--- config.mk ---
export PLATFORM = sky130hd
export DESIGN_NAME = im_loader
export DESIGN_NICKNAME = d
export VERILOG_FILES = /design/src/rtl/mipu_pkg.sv /design/src/rtl/im_byte_packer.sv /design/src/rtl/im_loader.sv
export SDC_FILE = /design/constraint.sdc
export NUM_CORES = 1
export LEC_CHECK = 0
export CAP_MARGIN = 0
export CORE_ASPECT_RATIO = 1.75
export CORE_UTILIZATION = 48
export DETAILED_ROUTE_END_ITERATION = 6
export PLACE_DENSITY = 0.74
export SYNTH_ARGS = -nofsm -noshare
export SYNTH_HDL_FRONTEND = slang
export SYNTH_HIERARCHICAL = 1
export SYNTH_SLANG_ARGS = --single-unit
--- constraint.sdc ---
create_clock -name clock -period 1.75 [get_ports clock]
set_clock_uncertainty 0.05 [all_clocks]
set_input_delay 0.2625 -clock clock [delete_from_list [all_inputs] [get_ports clock]]
set_output_delay 0.2625 -clock clock [all_outputs]
set_load 0.005 [all_outputs]
--- src/rtl/mipu_pkg.sv ---
// Shared definitions for the instruction-memory loader, IM and PCPU: IM geometry and loader FSM encodings.
package mipu_pkg;

  localparam int IM_ADDR_W          = 8;
  localparam int IM_DATA_W          = 16;
  localparam int LDR_BYTES_PER_WORD = 2;

  typedef enum logic [2:0] {
    LDR_IDLE = 3'd0,
    LDR_HDR  = 3'd1,
    LDR_HI   = 3'd2,
    LDR_LO   = 3'd3,
    LDR_WR   = 3'd4,
    LDR_CK   = 3'd5,
    LDR_DONE = 3'd6
  } ldr_state_e;

endpackage

--- src/rtl/im_byte_packer.sv ---
// Assembles big-endian byte pairs into IM words; with IM_LOADER_CKSUM_EN it also keeps a running XOR of payload bytes.
module im_byte_packer
  import mipu_pkg::*;
#(
  parameter int DATA_W = IM_DATA_W
) (
  input  logic              clock,
  input  logic              reset,
  input  logic              clr_i,
  input  logic              hi_en_i,
  input  logic              lo_en_i,
  input  logic [7:0]        byte_i,
  output logic [DATA_W-1:0] word_o
`ifdef IM_LOADER_CKSUM_EN
  ,
  output logic [7:0]        cksum_o
`endif
);

  localparam int BYTE_W = DATA_W / LDR_BYTES_PER_WORD;

  logic [BYTE_W-1:0] hi_q;
  logic [DATA_W-1:0] word_q;

  // The word register only changes when a low byte lands, so the IM data bus holds between writes.
  always_ff @(posedge clock or negedge reset) begin
    if (!reset) begin
      hi_q   <= '0;
      word_q <= '0;
    end else begin
      if (clr_i) begin
        hi_q <= '0;
      end else if (hi_en_i) begin
        hi_q <= byte_i[BYTE_W-1:0];
      end
      if (lo_en_i) begin
        word_q <= {hi_q, byte_i[BYTE_W-1:0]};
      end
    end
  end

  assign word_o = word_q;

`ifdef IM_LOADER_CKSUM_EN
  logic [7:0] xor_q;

  always_ff @(posedge clock or negedge reset) begin
    if (!reset) begin
      xor_q <= 8'h00;
    end else if (clr_i) begin
      xor_q <= 8'h00;
    end else if (hi_en_i || lo_en_i) begin
      xor_q <= xor_q ^ byte_i;
    end
  end

  assign cksum_o = xor_q;
`endif

endmodule

--- src/rtl/im_loader.sv ---
// Loads IM from a header+big-endian-word byte stream while holding the CPU in reset.
// Optional trailing XOR checksum byte when IM_LOADER_CKSUM_EN is defined.
// Byte handshake: a byte transfers on a rising edge where rx_valid & rx_ready are both 1;
// rx_ready is registered and high only in HDR, HI, LO and CK; rx_valid may stall indefinitely.
module im_loader
  import mipu_pkg::*;
#(
  parameter int ADDR_W = IM_ADDR_W,
  parameter int DATA_W = IM_DATA_W
) (
  input  logic              clock,
  input  logic              reset,
  input  logic              load_start,
  input  logic [7:0]        rx_data,
  input  logic              rx_valid,
  output logic              rx_ready,
  output logic [ADDR_W-1:0] im_addr,
  output logic [DATA_W-1:0] im_din,
  output logic              im_we,
  output logic              cpu_hold,
  output logic              busy,
  output logic              done,
  output logic              error,
  output ldr_state_e        dbg_state
);

  ldr_state_e        state_q;
  logic              rx_ready_q;
  logic              im_we_q;
  logic [ADDR_W-1:0] im_addr_q;
  logic              cpu_hold_q;
  logic              busy_q;
  logic              done_q;
  logic [ADDR_W:0]   words_q;
  logic [ADDR_W:0]   wcnt_q;
  logic [ADDR_W:0]   wcnt_d;
  logic              accept;
  logic              start;
  logic              last_word;

  assign accept    = rx_valid & rx_ready_q;
  assign start     = load_start & ((state_q == LDR_IDLE) | (state_q == LDR_DONE));
  assign wcnt_d    = wcnt_q + {{ADDR_W{1'b0}}, 1'b1};
  assign last_word = (wcnt_d == words_q);

`ifdef IM_LOADER_CKSUM_EN
  logic       error_q;
  logic [7:0] cksum;
`endif

  im_byte_packer #(.DATA_W(DATA_W)) u_packer (
    .clock   (clock),
    .reset   (reset),
    .clr_i   (start),
    .hi_en_i (accept && (state_q == LDR_HI)),
    .lo_en_i (accept && (state_q == LDR_LO)),
    .byte_i  (rx_data),
    .word_o  (im_din)
`ifdef IM_LOADER_CKSUM_EN
    ,
    .cksum_o (cksum)
`endif
  );

  always_ff @(posedge clock or negedge reset) begin
    if (!reset) begin
      state_q    <= LDR_IDLE;
      rx_ready_q <= 1'b0;
      im_we_q    <= 1'b0;
      im_addr_q  <= '0;
      cpu_hold_q <= 1'b0;
      busy_q     <= 1'b0;
      done_q     <= 1'b0;
      words_q    <= '0;
      wcnt_q     <= '0;
`ifdef IM_LOADER_CKSUM_EN
      error_q    <= 1'b0;
`endif
    end else begin
      case (state_q)
        LDR_IDLE, LDR_DONE: begin
          if (load_start) begin
            state_q    <= LDR_HDR;
            rx_ready_q <= 1'b1;
            cpu_hold_q <= 1'b1;
            busy_q     <= 1'b1;
            done_q     <= 1'b0;
            wcnt_q     <= '0;
`ifdef IM_LOADER_CKSUM_EN
            error_q    <= 1'b0;
`endif
          end
        end
        LDR_HDR: begin
          // A zero header means a full memory image.
          if (accept) begin
            words_q <= (rx_data == 8'd0) ? (ADDR_W+1)'(1 << ADDR_W) : (ADDR_W+1)'(rx_data);
            state_q <= LDR_HI;
          end
        end
        LDR_HI: begin
          if (accept) state_q <= LDR_LO;
        end
        LDR_LO: begin
          if (accept) begin
            state_q    <= LDR_WR;
            rx_ready_q <= 1'b0;
            im_we_q    <= 1'b1;
            im_addr_q  <= wcnt_q[ADDR_W-1:0];
          end
        end
        LDR_WR: begin
          im_we_q <= 1'b0;
          wcnt_q  <= wcnt_d;
          if (last_word) begin
`ifdef IM_LOADER_CKSUM_EN
            state_q    <= LDR_CK;
            rx_ready_q <= 1'b1;
`else
            state_q    <= LDR_DONE;
            cpu_hold_q <= 1'b0;
            busy_q     <= 1'b0;
            done_q     <= 1'b1;
`endif
          end else begin
            state_q    <= LDR_HI;
            rx_ready_q <= 1'b1;
          end
        end
`ifdef IM_LOADER_CKSUM_EN
        LDR_CK: begin
          if (accept) begin
            state_q    <= LDR_DONE;
            rx_ready_q <= 1'b0;
            cpu_hold_q <= 1'b0;
            busy_q     <= 1'b0;
            done_q     <= 1'b1;
            error_q    <= (rx_data != cksum);
          end
        end
`endif
        default: state_q <= LDR_IDLE;
      endcase
    end
  end

  assign rx_ready  = rx_ready_q;
  assign im_we     = im_we_q;
  assign im_addr   = im_addr_q;
  assign cpu_hold  = cpu_hold_q;
  assign busy      = busy_q;
  assign done      = done_q;
  assign dbg_state = state_q;
`ifdef IM_LOADER_CKSUM_EN
  assign error     = error_q;
`else
  assign error     = 1'b0;
`endif

endmodule

# ---- Word level (Yosys, flattened, before mapping)
# Cells that the tools add are included.
dict set report totals {
  out_inout_bits 33
  in_bits 12
  elab_cells 64
  regBits 57
}
dict set report classes {
  bitwise_logic 3
  eq_ne 12
  add_sub_neg 1
  reduce_logical 16
  mux 22
}
# op count
set ops {}
lappend ops {{two-way mux 9 bit} 2}
lappend ops {{case mux 9 bit (2 select lines)} 1}
lappend ops {{two-way mux 8 bit} 2}
lappend ops {{two-way mux 3 bit} 5}
lappend ops {{case mux 3 bit (5 select lines)} 1}
lappend ops {{!= test 2 bit, second input constant} 6}
lappend ops {{adder 9 x 1 -> 9 bit, second input constant} 1}
lappend ops {{equality test 9 bit} 1}
lappend ops {{logical NOT 8 bit} 1}
lappend ops {{AND reduction 2 bit} 4}
lappend ops {{AND reduction 4 bit} 2}
lappend ops {{two-way mux 1 bit} 7}
lappend ops {{equality test 3 x 2 -> 1 bit, second input constant} 2}
lappend ops {{equality test 3 bit, second input constant} 2}
lappend ops {{case mux 1 bit (2 select lines)} 3}
lappend ops {{nonzero test 2 bit} 3}
lappend ops {{equality test 3 x 1 -> 1 bit, second input constant} 1}
lappend ops {{logical NOT 3 bit} 1}
lappend ops {{case mux 1 bit (3 select lines)} 1}
lappend ops {{AND reduction 3 bit} 1}
lappend ops {{nonzero test 3 bit} 1}
lappend ops {{AND 1 bit} 2}
lappend ops {{logical AND 1 bit} 2}
lappend ops {{OR reduction 2 bit} 1}
lappend ops {{bitwise OR 1 bit} 1}

# ---- Logic depth before layout (Yosys ltp)
# Gate-level depths: netlist (run 1).
dict set report logic_depth {
  word_depth 4
  depth_mapped 8
  ltp_nobuf 6
}

# ---- By module
# Netlist (run 1), hierarchy kept.
# mod seq_area_each_um2 cells_per_inst instances area_per_inst_um2
set modules_own_cells {}
lappend modules_own_cells {im_loader 825.8 178 1 1814.2}
lappend modules_own_cells {im_byte_packer 600.6 60 1 968.4}

# ---- Least setup slack after synthesis (run 1)
# No wires, ideal clock.
dict set report synth_timing {
  path_type {register -> register}
  startpoint {register state_q[2], in the netlist dbg_state[2]}
  endpoint {register u_packer.word_q[10], in the netlist u_packer/word_o[10]}
  setup_time_ns 0.125
  path_buffers 4
  path_slack_ns -0.158
  path_stages_with_launch 9
  synth_period_minus_slack_ns 1.908
  required_time_ns 1.575
  arrival_ns 1.733
  path_cell_list {dfrtp_1 -> buf_2 -> nor2_1 -> nand3_1 -> clkbuf_1 -> inv_1 -> buf_6 -> buf_12 -> mux2_4}
}
dict set report synth_between {
  elab_chain_len 2
}
# element line_no
set synth_rtl {}
lappend synth_rtl {{start, declared} im_loader.sv:27} ;# ldr_state_e state_q;
lappend synth_rtl {{start signal, assigned} im_loader.sv:67} ;# state_q <= LDR_IDLE;
lappend synth_rtl {{start signal, assigned} im_loader.sv:83} ;# state_q <= LDR_HDR;
lappend synth_rtl {{start signal, assigned} im_loader.sv:98} ;# state_q <= LDR_HI;
lappend synth_rtl {{equality test 3 x 2 -> 1 bit} im_loader.sv:56} ;# .lo_en_i (accept && (state_q == LDR_LO)),
lappend synth_rtl {{logical AND 1 bit} im_loader.sv:56}
lappend synth_rtl {{end signal, assigned} im_byte_packer.sv:37} ;# word_q <= {hi_q, byte_i[BYTE_W-1:0]};
lappend synth_rtl {{end, declared} im_byte_packer.sv:23} ;# logic [DATA_W-1:0] word_q;
# No other way between the ends.
# A chain may end at the register's enable or synchronous reset.

# ---- Worst setup path in the final report (run 1)
dict set report layout_timing {
  startpoint {register words_q[7]}
  endpoint {register rx_ready_q, in the netlist rx_ready}
}
dict set report layout_between {
  elab_chain_len 3
}
# element line_no
set layout_rtl {}
lappend layout_rtl {{start, declared} im_loader.sv:34} ;# logic [ADDR_W:0] words_q;
lappend layout_rtl {{start signal, assigned} im_loader.sv:97} ;# words_q <= (rx_data == 8'd0) ? (ADDR_W+1)'(1 << ADDR_W) : (ADDR_W+1)'(rx_data);
lappend layout_rtl {{equality test 9 bit} im_loader.sv:44} ;# assign last_word = (wcnt_d == words_q);
lappend layout_rtl {{!= test 2 bit (no line)} --}
lappend layout_rtl {{AND reduction 4 bit (no line)} --}
lappend layout_rtl {{end signal, assigned} im_loader.sv:68} ;# rx_ready_q <= 1'b0;
lappend layout_rtl {{end signal, assigned} im_loader.sv:84} ;# rx_ready_q <= 1'b1;
lappend layout_rtl {{end signal, assigned} im_loader.sv:107} ;# rx_ready_q <= 1'b0;
lappend layout_rtl {{end, declared} im_loader.sv:28} ;# logic rx_ready_q;
# No other way between the ends.

==> qor.yml, run 1 <==
slew_violations: 0
place.gp.congestion: 0.853
fmax_mhz: 554
violations: "setup timing"
die_h_um: 103
crit_slowest_cell: "dfrtp_1"
tritoncts: "done"
hold-worst-slack_ns: 0.404
die_area_mm2: 0.00612
crit_arrival_ns: 1.97
grtUsageTotal_pct: 22.3
crit_path_max_incr_delay_ns: 0.44
layout-drive-gt1-share_pct: 31.3
cap_viol_max_count: 0
overflow: 0
synth_seq_area_share_pct: 51.3
fin_crit_sh_pct: 103
startpoint_type: "flop"
seqCellArea_mm2: 0.00143
cp.required_ns: 1.92
cts_sinks: 57
path_delay_family: "compound AO/OA/AOI/OAI gates"
place.detailed.hpwl_um: 4490
netlist_area_mm2: 0.00278
route.detailed.drc: 0
grt_pass1_vias: 2044
dr_total_vias: 2052
nets: 328
synth_top_area_share_pct: 51.3
power.density_mw_per_mm2: 1520
critPathCaptureType: "flop"
placed_cell_area_mm2: 0.00354
root_buffer: "clkbuf_8"
drtIter0Drc: 55
port_buffers: 43
clk_pin_slew_worst_paths_ns: 0.06
yosysUniqueCellTypes: 53
synth_nets: 251
cts_buffers: 9
grt_max_degree: 58
ys_ff_latch: 57
synthFlopType: "dfrtp_1"
finalWirelength_um: 6100
cp_max_fo: 4
synth_most_common_cell: "dfrtp_1"
hold_viol: 0
firstDrtPassIters: 4
start_util_pct: 49.8
core_mm2: 0.00559
power.leakage_nw: 1.64
synth.avg_cell_area_um2: 11.7
ios: 45
area_delta_synth_final_pct: 36.2
ys_warn_count: 6
synthCells: 238
cp_cell_sequence: "xnor2_4 > mux2_4 > o211ai_2 > o2111ai_4 > a221o_1"
synthTopCellsByArea: "dfrtp_1 51%, mux2_2 6.5%, mux2_4 5.4%, mux2i_1 2.9%, nand2_1 2.7%"
setup_slack_ns: -0.0546
wl_per_cell_um: 15.4
clk_latency_ns: 0.33
synthTopCellsByCount: "57 x dfrtp_1, 20 x nand2_1, 19 x nor2_1, 16 x mux2_2, 14 x o21ai_0"
hold_class: "primary input to asynchronous set/reset pin"
cts.path.max_buffers: 2
final_area_mm2: 0.00379
antenna_found_initial: 0
synthArstFlopShare_pct: 100
period_needed_ns: 1.80
cts_htree_levels: 3
die_w_um: 59.6
synth_top_cell_by_area: "dfrtp_1"
vias_per_cell: 5.19
grt_pass1_wl_um: 9810
ir_drop_v: 0.00101
rsz0062_at_grt: "yes"
status: "finished, violations left"
synth_edf_count: 0
multi_input_area_mm2: 0.00130
ant_nets: 0
setup_viol: 2
std_cell_rows: 36
path_class: "flop to flop"
fill_cells: 466
cp_num_buf_inv: 0
antennaDiodeCount: 0
==> tightest hold or removal path, stage by stage <==
cell and delay, ns:
dlygate4sd3_1 0.52, buf_2 0.12, buf_12 0.26
==> flip-flops by register name (all words and copies together), names as in the netlist <==
| name | cells |
|---|---|
| u_packer/word_o | 16 |
| wcnt_q | 9 |
| words_q | 9 |
| im_addr | 8 |
| u_packer/hi_q | 8 |
| dbg_state | 3 |
| busy | 1 |
| done | 1 |
| im_we | 1 |
| rx_ready | 1 |
==> where the power goes <==
| part | switching (mW) | leakage, nW | total [mW] | internal, mW |
|---|---|---|---|---|
| Clock | 0.490 | 0.102 | 1.21 | 0.722 |
| Combinational | 0.968 | 0.814 | 2.41 | 1.44 |
| Sequential | 0.347 | 0.723 | 2.15 | 1.81 |
| Total | 1.80 | 1.64 | 5.77 | 3.97 |
==> cell usage in the layout, fill, tap and decap left out, types with 4 or more instances in the layout <==
cell / n
dfrtp_1: 53
clkdlybuf4s50_1: 42
buf_4: 36
nand2_1: 20
nor2_1: 17
mux2_2: 16
o21ai_0: 11
mux2_4: 11
clkbuf_8: 11
mux2i_1: 8
inv_1: 6
xnor2_1: 6
o21ai_1: 5
xor2_1: 4
o22ai_1: 4
nand3_1: 4
dfrtp_2: 4
==> kinds of logic (layout without fill, tap and decap cells) <==
kind of cell / after synthesis / after routing / synth area share [%]
DFF: 57 / 57 / 51.3
adders and majority gates: 1 / 1 / 0.450
buffers and inverters: 22 / 103 / 4.86
AOI/OAI and AO/OA: 40 / 40 / 9.76
other: 1 / 1 / 0.135
and+or+nand+nor: 68 / 68 / 13.7
muxes: 38 / 38 / 16.4
xor gates and xnor gates: 11 / 11 / 3.46
==> stage by stage <==
step / util (%) / instances / setup TNS [ns] / power (mW) / worst slack, ns
2_1_floorplan: - / 238 / -0.00703 / 3.52 / -0.00410
3_5_place_dp: 63.5 / 376 / -3.31 / 4.55 / -0.154
3_3_place_gp: 63.5 / 376 / -3.14 / 4.46 / -0.136
6_report: 67.8 / 395 / -0.0982 / 5.77 / -0.0546
4_1_cts: 67.3 / 393 / -0.0717 / 5.81 / -0.0471
5_1_grt: 67.8 / 395 / -0.390 / 6.12 / -0.121
==> path summary, 6_finish.rpt <==
| path | slack (ns) | depth (start not counted) | from | endpoint |
|---|---|---|---|---|
| min in group clock | 0.43 | 2 | im_addr[5] | im_addr[5] |
| max | -0.05 | 5 | words_q[7] | rx_ready |
| min reg2reg | 0.43 | 2 | im_addr[5] | im_addr[5] |
| max in group asynchronous | 0.96 | 3 | reset | dbg_state[1] |
| min | 0.40 | 3 | reset | wcnt_q[2] |
| max reg2reg | -0.05 | 5 | words_q[7] | rx_ready |
==> per-layer routing <==
layer  GRT usage [%]  wire (um)
met1            24.3       2370
met4            10.6        154
met2            40.1       3350
met5               0          0
met3            4.77        223
==> final cells by class <==
cell class | count | area share (%)
well taps | 76 | 2.51
clock buffers | 12 | 4.10
multi-input cells | 159 | 34.3
clock inverters | 3 | 1.06
repair buffers | 82 | 19.7
inverters | 6 | 0.594
flip-flops and latches | 57 | 37.8
==> timing repair <==
item	in CTS	in global routing
gates resized for setup	0	6
hold buffers	1	0
pin swaps	0	9
endpoints found under the setup margin	3	11
setup buffers	1	2
cloned	0	0
endpoints found under the hold margin	57	0
Power figures use the tool's default switching activity.
==> inputs of run 2 (changes only) <==
--- a/config.mk
+++ b/config.mk
@@ -10,6 +10,7 @@
 export CORE_UTILIZATION = 48
 export DETAILED_ROUTE_END_ITERATION = 6
 export PLACE_DENSITY = 0.74
+export SETUP_SLACK_MARGIN = 0.5
 export SYNTH_ARGS = -nofsm -noshare
 export SYNTH_HDL_FRONTEND = slang
 export SYNTH_HIERARCHICAL = 1
==> run 2 against run 1 <==
The flow still finishes with violations (setup timing). Sequential share of layout area fell by 7.2 points. Clock power rose by 17%. Fmax fell by 7.9%. Global-route usage rose by 4.7 points. Worst hold slack got worse by 0.11 ns. First-iteration DRC count rose to 2.5 times the previous value. Critical path depth rose by 2. Final area rose by 24%. Critical path type unchanged. Power rose by 32%. Largest cell class is now multi-input combinational cells. Die area did not move.
==> qor.yml, run 2 (same netlist as run 1, synthesis figures left out) <==
power_mw: 7.60
power.leakage_nw: 2.11
r2r_slack_ns: -0.21
crit_slowest_cell: "dfrtp_2"
area_delta_synth_final_pct: 68.3
cts_htree_levels: 3
cts.path.max_buffers: 2
p_int_mw: 5.00
crit_path_max_incr_delay_ns: 0.42
final_common_cell: "dfrtp_1"
hold_class: "primary input to flop"
antenna_found_initial: 0
ir_drop_v: 0.00117
hold-worst-slack_ns: 0.294
clk_pin_slew_worst_paths_ns: 0.08
p_comb_share_pct: 52.1
firstDrtPassIters: 4
fin_crit_sh_pct: 112
cp_max_fo: 5
grt_pass1_vias: 2487
slew_violations: 0
ios: 45
grtUsageTotal_pct: 27.0
fill_cells: 320
hold_viol: 0
start_util_pct: 49.8
grt_max_degree: 44
std_cell_rows: 36
status: "finished, violations left"
setup_slack_ns: -0.209
ant_nets: 0
largest_reg_flops: 16
overflow: 0
cp_cell_sequence: "buf_4 > nand3_4 > buf_4 > nor2_1 > xnor2_1 > o2111ai_4 > a221o_1"
nets: 373
cts_buffers: 9
die_area_mm2: 0.00612
cp_num_buf_inv: 2
die_h_um: 103
path_delay_family: "compound AO/OA/AOI/OAI gates"
power.density_mw_per_mm2: 1620
cap_viol_max_count: 0
core_mm2: 0.00559
fmax_mhz: 510
route.detailed.drc: 0
rsz0062_at_grt: "yes"
setup_viol: 5
port_buffers: 43
grt_pass1_wl_um: 11900
layout-drive-gt1-share_pct: 62.7
path_class: "flop to flop"
crit_arrival_ns: 2.12
violations: "setup timing"
die_w_um: 59.6
period_needed_ns: 1.96
vias_per_cell: 5.46
power_frac_seq_pct: 29.3
dr_total_vias: 2408
startpoint_type: "flop"
power_switching_mw: 2.60
cp.required_ns: 1.91
critPathCaptureType: "flop"
antennaDiodeCount: 0
final_util_pct: 83.9
tns_ns: -0.533
startpoint: "wcnt_q[0]"
mostFrequentLayoutCells: "53 x dfrtp_1, 42 x buf_4, 32 x buf_6"
timing.rr.start: "wcnt_q[0]"
finalWirelength_um: 8560
place.detailed.hpwl_um: 4220
cts_sinks: 57
clk_latency_ns: 0.34
hp-start: "rx_valid"
place.gp.congestion: 0.828
drtIter0Drc: 139
dp.cells: 374
root_buffer: "clkbuf_8"
clkPwrFrac_pct: 18.7
crit_top_cell: "buf_4"
tritoncts: "done"
wl_per_cell_um: 19.4
stdcell_count: 441
p_sw_share_pct: 34.2
## run 2: changes by cell type in the layout (fill, tap and decap cells not counted), sizes merged
cell / previous run / this run
clkinvlp: 0 / 1
clkdlybuf4s50: 42 / 9
buf: 39 / 92
clkdlybuf4s15: 0 / 2
nor2: 19 / 20
bufinv: 1 / 2
clkbuf: 12 / 32
dlymetal6s2s: 0 / 1
## run 2: worst paths after layout
| path | end | depth (start not counted) |
|---|---|---|
| hold / removal | dbg_state[1] | 3 |
| setup / recovery | rx_ready | 7 |
| max in group asynchronous | dbg_state[2] | 3 |
| min in group asynchronous | u_packer/word_o[6] | 2 |
| hold reg to reg | u_packer/word_o[10] | 1 |
| setup reg to reg | rx_ready | 7 |
## run 2: per-stage QoR
stage                     setup WS [ns]  instance area [um2]
after floorplan                -0.00178                 2970
after detailed placement         -0.132                 3610
final                            -0.209                 4680
after CTS                       -0.0568                 4350
after global placement          -0.0896                 3610
after global routing             -0.258                 4680
## run 2: tightest hold or removal path, stage by stage
cell and delay, ns:
dlymetal6s2s_1 0.19, nand3_4 0.14, a221oi_2 0.06
## run 2: cell type report
cell class,instances,area [um2],area share (%)
Multi-Input combinational cell,160,1710,36.5
Sequential cell,57,1430,30.6
Timing Repair Buffer,126,1190,25.5
Clock buffer,11,151,3.23
Tap cell,76,95.1,2.03
Clock inverter,5,77.6,1.66
Inverter,6,25.0,0.534
## run 2: power groups by stage
| stage | Sequential, mW | Clock, mW | Combinational [mW] |
|---|---|---|---|
| CTS | 2.16 | 1.43 | 3.17 |
| detailed placement | 2.17 | 0 | 2.51 |
| global placement | 2.17 | 0 | 2.44 |
| global route | 2.27 | 1.50 | 4.17 |
| floorplan | 2.13 | 0 | 1.61 |
| finish | 2.23 | 1.42 | 3.96 |
## run 2: metal layers
layer	global-route usage (%)	wire, um	vias up
met1	29.3	2990	1202
met5	0	0	-
met2	46.8	4920	91
met3	5.40	301	27
met4	17.0	335	0
li1	-	-	1088
## run 2: repair_timing
item                       in CTS  in global routing
hold buffers                    1                  0
gates resized for setup       146                 93
pin swaps                      24                 12
setup endpoints to repair      87                 84
setup buffers                  30                 17
hold endpoints to repair       14                  0
cloned                          3                  0
==> inputs of run 3 (changes only) <==
--- a/config.mk
+++ b/config.mk
@@ -9,6 +9,7 @@
 export CORE_ASPECT_RATIO = 1.75
 export CORE_UTILIZATION = 48
 export DETAILED_ROUTE_END_ITERATION = 6
+export HOLD_SLACK_MARGIN = 0.15
 export PLACE_DENSITY = 0.74
 export SETUP_SLACK_MARGIN = 0.5
 export SYNTH_ARGS = -nofsm -noshare
==> results of run 3 <==
Same layout as run 2: the final DEF is identical, and so are final timing and power.
